File: src/rtl/axi4_stream_downsizer.sv
// AXI4-Stream width reducer: each wide input word is emitted as RATIO narrow beats,
// LSB chunk first; trailing empty chunks of a tlast word are skipped.
`timescale 1ns/1ps

module axi4_stream_downsizer #(
   parameter int RX_TDATA_WIDTH = 64,
   parameter int TX_TDATA_WIDTH = 16,
   parameter int TID_WIDTH      = 1,
   parameter int TDEST_WIDTH    = 1,
   parameter int TUSER_WIDTH    = 1
) (
   input  logic                          clk_i,
   input  logic                          rst_i,

   input  logic [RX_TDATA_WIDTH-1:0]     pkt_i_tdata,
   input  logic [RX_TDATA_WIDTH/8-1:0]   pkt_i_tkeep,
   input  logic [RX_TDATA_WIDTH/8-1:0]   pkt_i_tstrb,
   input  logic                          pkt_i_tvalid,
   output logic                          pkt_i_tready,
   input  logic                          pkt_i_tlast,
   input  logic [TID_WIDTH-1:0]          pkt_i_tid,
   input  logic [TDEST_WIDTH-1:0]        pkt_i_tdest,
   input  logic [TUSER_WIDTH-1:0]        pkt_i_tuser,

   output logic [TX_TDATA_WIDTH-1:0]     pkt_o_tdata,
   output logic [TX_TDATA_WIDTH/8-1:0]   pkt_o_tkeep,
   output logic [TX_TDATA_WIDTH/8-1:0]   pkt_o_tstrb,
   output logic                          pkt_o_tvalid,
   input  logic                          pkt_o_tready,
   output logic                          pkt_o_tlast,
   output logic [TID_WIDTH-1:0]          pkt_o_tid,
   output logic [TDEST_WIDTH-1:0]        pkt_o_tdest,
   output logic [TUSER_WIDTH-1:0]        pkt_o_tuser
);

   localparam int RATIO     = RX_TDATA_WIDTH / TX_TDATA_WIDTH;
   localparam int RX_B      = RX_TDATA_WIDTH / 8;
   localparam int TX_B      = TX_TDATA_WIDTH / 8;
   localparam int IDX_WIDTH = (RATIO > 2) ? $clog2(RATIO) : 1;

   generate
      if ((RX_TDATA_WIDTH % 8 != 0) || (TX_TDATA_WIDTH % 8 != 0) ||
          (RX_TDATA_WIDTH % TX_TDATA_WIDTH != 0) || (RATIO < 2)) begin : g_param_check
         $error("axi4_stream_downsizer: RX_TDATA_WIDTH must be a multiple >= 2 of TX_TDATA_WIDTH, both multiples of 8");
      end
   endgenerate

   logic [RX_TDATA_WIDTH-1:0] word_tdata_reg;
   logic [RX_B-1:0]           word_tkeep_reg;
   logic [RX_B-1:0]           word_tstrb_reg;
   logic                      word_tlast_reg;
   logic [TID_WIDTH-1:0]      word_tid_reg;
   logic [TDEST_WIDTH-1:0]    word_tdest_reg;
   logic [TUSER_WIDTH-1:0]    word_tuser_reg;
   logic                      full_reg;
   logic [IDX_WIDTH-1:0]      idx_reg;
   logic [IDX_WIDTH-1:0]      last_idx_reg;
   logic [IDX_WIDTH-1:0]      last_idx_next;

   logic [TX_TDATA_WIDTH-1:0] chunk_tdata [RATIO];
   logic [TX_B-1:0]           chunk_tkeep [RATIO];
   logic [TX_B-1:0]           chunk_tstrb [RATIO];
   logic [RATIO-1:0]          rx_chunk_kept;

   logic rx_handshake;
   logic tx_handshake;
   logic at_last;

   genvar gi;
   generate
      for (gi = 0; gi < RATIO; gi++) begin : g_chunk
         assign chunk_tdata[gi]   = word_tdata_reg[gi*TX_TDATA_WIDTH +: TX_TDATA_WIDTH];
         assign chunk_tkeep[gi]   = word_tkeep_reg[gi*TX_B +: TX_B];
         assign chunk_tstrb[gi]   = word_tstrb_reg[gi*TX_B +: TX_B];
         assign rx_chunk_kept[gi] = |pkt_i_tkeep[gi*TX_B +: TX_B];
      end
   endgenerate

   // Highest chunk holding a kept byte ends a tlast word; all-null tlast words still emit chunk 0.
   always_comb begin
      last_idx_next = IDX_WIDTH'(RATIO - 1);
      if (pkt_i_tlast) begin
         last_idx_next = '0;
         for (int i = 0; i < RATIO; i++) begin
            if (rx_chunk_kept[i]) begin
               last_idx_next = IDX_WIDTH'(i);
            end
         end
      end
   end

   assign at_last      = (idx_reg == last_idx_reg);
   assign pkt_i_tready = !full_reg || (pkt_o_tready && at_last);
   assign rx_handshake = pkt_i_tvalid && pkt_i_tready;
   assign tx_handshake = full_reg && pkt_o_tready;

   always_ff @(posedge clk_i) begin
      if (rst_i) begin
         word_tdata_reg <= '0;
         word_tkeep_reg <= '0;
         word_tstrb_reg <= '0;
         word_tlast_reg <= 1'b0;
         word_tid_reg   <= '0;
         word_tdest_reg <= '0;
         word_tuser_reg <= '0;
         full_reg       <= 1'b0;
         idx_reg        <= '0;
         last_idx_reg   <= '0;
      end else if (rx_handshake) begin
         // Also covers the refill on the final beat of the previous word, so no bubble.
         word_tdata_reg <= pkt_i_tdata;
         word_tkeep_reg <= pkt_i_tkeep;
         word_tstrb_reg <= pkt_i_tstrb;
         word_tlast_reg <= pkt_i_tlast;
         word_tid_reg   <= pkt_i_tid;
         word_tdest_reg <= pkt_i_tdest;
         word_tuser_reg <= pkt_i_tuser;
         full_reg       <= 1'b1;
         idx_reg        <= '0;
         last_idx_reg   <= last_idx_next;
      end else if (tx_handshake) begin
         if (at_last) begin
            full_reg <= 1'b0;
         end else begin
            idx_reg <= idx_reg + IDX_WIDTH'(1);
         end
      end
   end

   assign pkt_o_tvalid = full_reg;
   assign pkt_o_tdata  = chunk_tdata[idx_reg];
   assign pkt_o_tkeep  = chunk_tkeep[idx_reg];
   assign pkt_o_tstrb  = chunk_tstrb[idx_reg];
   assign pkt_o_tlast  = word_tlast_reg && at_last;
   assign pkt_o_tid    = word_tid_reg;
   assign pkt_o_tdest  = word_tdest_reg;
   assign pkt_o_tuser  = (idx_reg == '0) ? word_tuser_reg : '0;

endmodule

File: config.mk
export PLATFORM = sky130hd
export DESIGN_NAME = axi4_stream_downsizer
export DESIGN_NICKNAME = d
export VERILOG_FILES = /design/src/rtl/axi4_stream_downsizer.sv
export SDC_FILE = /design/constraint.sdc
export NUM_CORES = 1
export LEC_CHECK = 0
export BUFFER_PORTS_ARGS = -buffer_cell sky130_fd_sc_hd__buf_2
export CELL_PAD_IN_SITES_DETAIL_PLACEMENT = 0
export CELL_PAD_IN_SITES_GLOBAL_PLACEMENT = 1
export CORE_AREA = 2 2 103 105
export DETAILED_ROUTE_END_ITERATION = 10
export DIE_AREA = 0 0 105 107
export GPL_TIMING_DRIVEN = 0
export PLACE_DENSITY_LB_ADDON = 0.1
export SLEW_MARGIN = 0
export SYNTH_ARGS = -nofsm -noshare
export SYNTH_HDL_FRONTEND = slang
export SYNTH_SLANG_ARGS = --single-unit
File: constraint.sdc
create_clock -name clk_i -period 2.31 [get_ports clk_i]
set_clock_uncertainty 0.05 [all_clocks]
set_input_delay 0.462 -clock clk_i [delete_from_list [all_inputs] [get_ports clk_i]]
set_output_delay 0.462 -clock clk_i [all_outputs]
set_load 0.03 [all_outputs]
# Yosys cells after proc, flatten, opt, wreduce, memory -nomap -nowiden
# Cells that the tools add are included.
op_classes:
  add_sub_neg: 1
  order_cmp: 1
  n_eq_ne: 1
  muxes: 17
  bitwise_logic: 2
  n_reduce_logical: 15
ops:
  columns: ["operator", "n"]
  rows:
  - ["$bmux 16 s2", 1]
  - ["$mux 16", 2]
  - ["$mux 2", 7]
  - ["$bmux 2 s2", 2]
  - ["$reduce_or 2->1", 4]
  - ["$mux 1", 5]
  - ["$logic_and 1x1->1", 4]
  - ["$reduce_and 2->1", 2]
  - ["$reduce_bool 2->1", 2]
  - ["$ge 3x3->1 const B", 1]
  - ["$not 2->3", 1]
  - ["$add 2x1->2 const B", 1]
  - ["$eq 2x2->1", 1]
  - ["$logic_not 2->1", 1]
  - ["$logic_not 1->1", 1]
  - ["$logic_or 1x1->1", 1]
  - ["$not 1->1", 1]
totals:
  register_bits: 89
  inputBits: 88
  out_inout_bits: 26
  wordCells: 47

# Depth between registers and ports, before layout
logic_depth:
  word_depth: 6
  ltp_mapped: 7
  mapped_depth_nobuf: 4

# Worst setup path before layout
# OpenSTA, ideal clock, no wires.
synth_timing:
  kind: "register -> output"
  start: "reg idx_reg[0]"
  end: "out pkt_o_tdata[0]"
  arrival_time_ns: 1.394
  required_time_ns: 1.798
  setup_slack_ns: 0.404
  path_stages_with_launch: 4
  cell_sequence: "dfxtp_1 buf_2 buf_2 mux4_2"
synth_between:
  elab_chain_len: 4
synth_lines:
  columns: ["item", "line", "text"]
  rows:
  - ["from (decl)", "56", "logic [IDX_WIDTH-1:0] idx_reg;"]
  - ["from (signal assigned)", "125", "idx_reg <= idx_reg + IDX_WIDTH'(1);"]
  - ["$not 2->3 (implied by the code)", "131", "assign pkt_o_tdata = chunk_tdata[idx_reg];"]
  - ["$bmux 16 s2", "131", null]
  - ["$mux 16 (implied by the code) (2 in series)", "131", null]
  - ["to (decl)", "25", "output logic [TX_TDATA_WIDTH-1:0] pkt_o_tdata,"]
# No other way between the ends. The select of a mux whose other input is x is not followed.

# Worst setup path after layout
layout_timing:
  start: "reg idx_reg[0]"
  end: "out pkt_o_tdata[4]"
# The elaborated chain is that of the path after synthesis.

==> out/metrics.yaml <==
drt:
  viasPerCell: 4.732
  drtIter0Drc: 135
  vias: 3246
  drtPass1Iterations: 4
  wirelength_um: 10820
  drc: 0
  ant_nets: 0
  wl_per_cell_um: 15.77
power:
  clkPwrFrac_pct: 31.9
  seqPwrFrac_pct: 50.3
  p_sw_w: 0.0009735
  swShare_pct: 28.77
  p_int_w: 0.002410
  cellLeakagePower_nw: 1.940
  power_density_nw_per_um2: 732.0
  peakVddDrop_mv: 0.3346
  combPwrFrac_pct: 17.8
die:
  rows: 37
  io_pins: 114
  die-area_um2: 11240
  dieHeight_um: 107
  dieWidth_um: 105
  start_util_pct: 36.19
  core-area_um2: 10090
yosys:
  syn_nets: 512
  synth.avg_cell_area_um2: 8.634
  post_synth_num_cell_types: 24
  yosys_warnings: 0
  synth_area_leaders: "dfxtp_1, nand2_1, mux4_2, a21oi_1, buf_2"
  synthTopCellsByCount: "nand2_1, dfxtp_1, a21oi_1"
  synth_top_cell_by_area: "dfxtp_1"
  ys_async_sr_fraction_pct: 0
  synth_edf_count: 0
  synth_seq_cells: 89
  synthCells: 423
  synth_top_area_share_pct: 48.78
  ys_seq_area_share_pct: 48.78
  ys.flop_type: "dfxtp_1"
  yosysMostFrequentCell: "nand2_1"
  syn_area_um2: 3652
global_route:
  grt.busiest_layer: "met2"
  gr-total-overflow: 0
  grt_pass1_vias: 3342
  grt.met2_usage_pct: 35.53
  grt_use_total_pct: 20.06
  met3_usage_pct: 5.653
  grt_max_degree: 15
  antenna_found_initial: 0
  grt_pass1_wl_um: 17040
  use_met1_pct: 24.53
worst_setup_path:
  cp-startpoint: "idx_reg[0]"
  slowest_stage: "mux4_2"
  crit_fanout: 10
  reg2reg_setup_slack_ns: 0.48
  worst-path-buf-inv: 3
  cp_top_family: "buffers and inverters"
  crit_arrival_ns: 1.71
  path_depth: 4
  critPathRequiredTime_ns: 1.80
  slowest_delay_ns: 0.51
  setup.worst_path.class: "reg -> out"
  rr_startpoint: "idx_reg[1]"
  ff2ff_path_depth: 6
  worstSetupEndpoint: "pkt_o_tdata[4]"
  path_cells: "buf_6, buf_12, mux4_2, buf_2"
  r2r_end: "word_tdata_reg[35]"
  startpoint_type: "register"
  worstSetupEndpointType: "primary output"
timing:
  slew_headroom_pct: 55.71
  fmax_ghz: 0.4499
  tightest_slew_ns: 0.6643
  min_period_ns: 2.223
  grt_setup_unrepaired: "true"
  whs_ns: 0.2885
  setup_violations: 0
  period_share_pct: 96.23
  fin_ws_ns: 0.08705
  hold_viol: 0
  final_max_slew_viol_count: 0
cells_and_area:
  final_area_um2: 4622
  synthToLayoutAreaGrowth_pct: 26.55
  layout-drive-gt1-share_pct: 31.27
  fin_nets: 635
  largest_reg_flops: 64
  fin_util_pct: 45.80
  antenna_cells: 0
outcome:
  status: "finished clean"
placed_design:
  placed_area_um2: 4383
  hpwl_um: 7952
  place.gp.congestion: 0.7881
  pre_cts_ws_ns: 0.07468
  port-buffer-count: 112
cts:
  cts_setup_buffers: 0
  clk_pin_slew_ns: 0.09
  numCtsBuffers: 9
  cts_tree: "yes"
  clk_path_buf_depth: 2
  cts_htree_levels: 3
  clk_latency_ns: 0.35
  root_buffer: "clkbuf_8"
  cts_hold_buf: 0
  clkSinkCount: 89
job:
  cap_violations: 0
min_path:
  hold_path.class: "in -> reg"
## routing by layer
layer,vias up,wire (um)
met5,-,0
li1,1654,-
met4,0,35
met2,90,5302
met3,2,680
met1,1500,4797
## how the worst min path moves through the flow
stage	startpoint	to	slack, ns	cells after the start
2_1_floorplan	word_tuser_reg	word_tuser_reg	0.38	2
3_3_place_gp	word_tlast_reg	word_tlast_reg	0.38	2
3_5_place_dp	word_tdata_reg[49]	word_tdata_reg[49]	0.39	2
4_1_cts	pkt_i_tstrb[4]	word_tstrb_reg[4]	0.27	3
5_1_grt	pkt_i_tstrb[3]	word_tstrb_reg[3]	0.26	3
6_report	pkt_i_tstrb[5]	word_tstrb_reg[5]	0.29	3
## power groups by stage
stage               combinational, W  sequential [W]  clock [W]
floorplan                   0.000382         0.00173          0
global placement            0.000600         0.00173          0
detailed placement          0.000608         0.00174          0
CTS                         0.000612         0.00170    0.00111
global route                0.000669         0.00172    0.00119
finish                      0.000602         0.00170    0.00108
## cells in the final DEF, fill, tap and decap left out, drive strengths merged
| cell | instances |
|---|---|
| nor2b | 1 |
| nand2 | 170 |
| mux2i | 1 |
| mux4 | 20 |
| o21ai | 1 |
| a41o | 1 |
| nor2 | 4 |
| inv | 2 |
| xnor2 | 3 |
| clkinvlp | 2 |
| buf | 134 |
| and2 | 1 |
| bufinv | 1 |
| a41oi | 1 |
| nor3 | 2 |
| a21oi | 86 |
| ha | 1 |
| clkinv | 1 |
| a311oi | 2 |
| dfxtp | 89 |
| nor3b | 1 |
| and3 | 1 |
| nand3 | 1 |
| clkbuf | 24 |
## metrics by stage
stage	std cells	setup TNS (ns)	power, W
after detailed placement	671	0	0.002345
after floorplan	423	0	0.002109
after global routing	686	-0.00009226	0.003571
final	686	0	0.003383
after global placement	671	0	0.002333
after CTS	686	0	0.003424
## layout make-up
type                    count  area [um^2]
well taps                 136        170.2
repair buffers            112        560.5
fillers                  1100         5470
plain buffers              35        219.0
clock buffers              11        141.4
inverters                   2        7.507
flip-flops and latches     89         1782
clock inverters             4        53.80
multi-input cells         297         1688
## cells by family after synthesis
family          synth area share (%)
fa+ha+maj                     0.3425
simple gates                   19.01
compound gates                 13.12
xor+xnor                       1.131
flops                          48.78
buf+inv                        5.002
mux                            12.61
## timing repair
item,4_1_cts,5_1_grt
setup endpoints to repair,21,13
pin swaps,0,0
gates resized for setup,10,5
## tightest hold or removal path, cell delays in order
cell     delay [ns]
buf_2          0.10
nand2_1        0.04
a21oi_1        0.05
No activity file was read; power rests on OpenSTA's default activity.
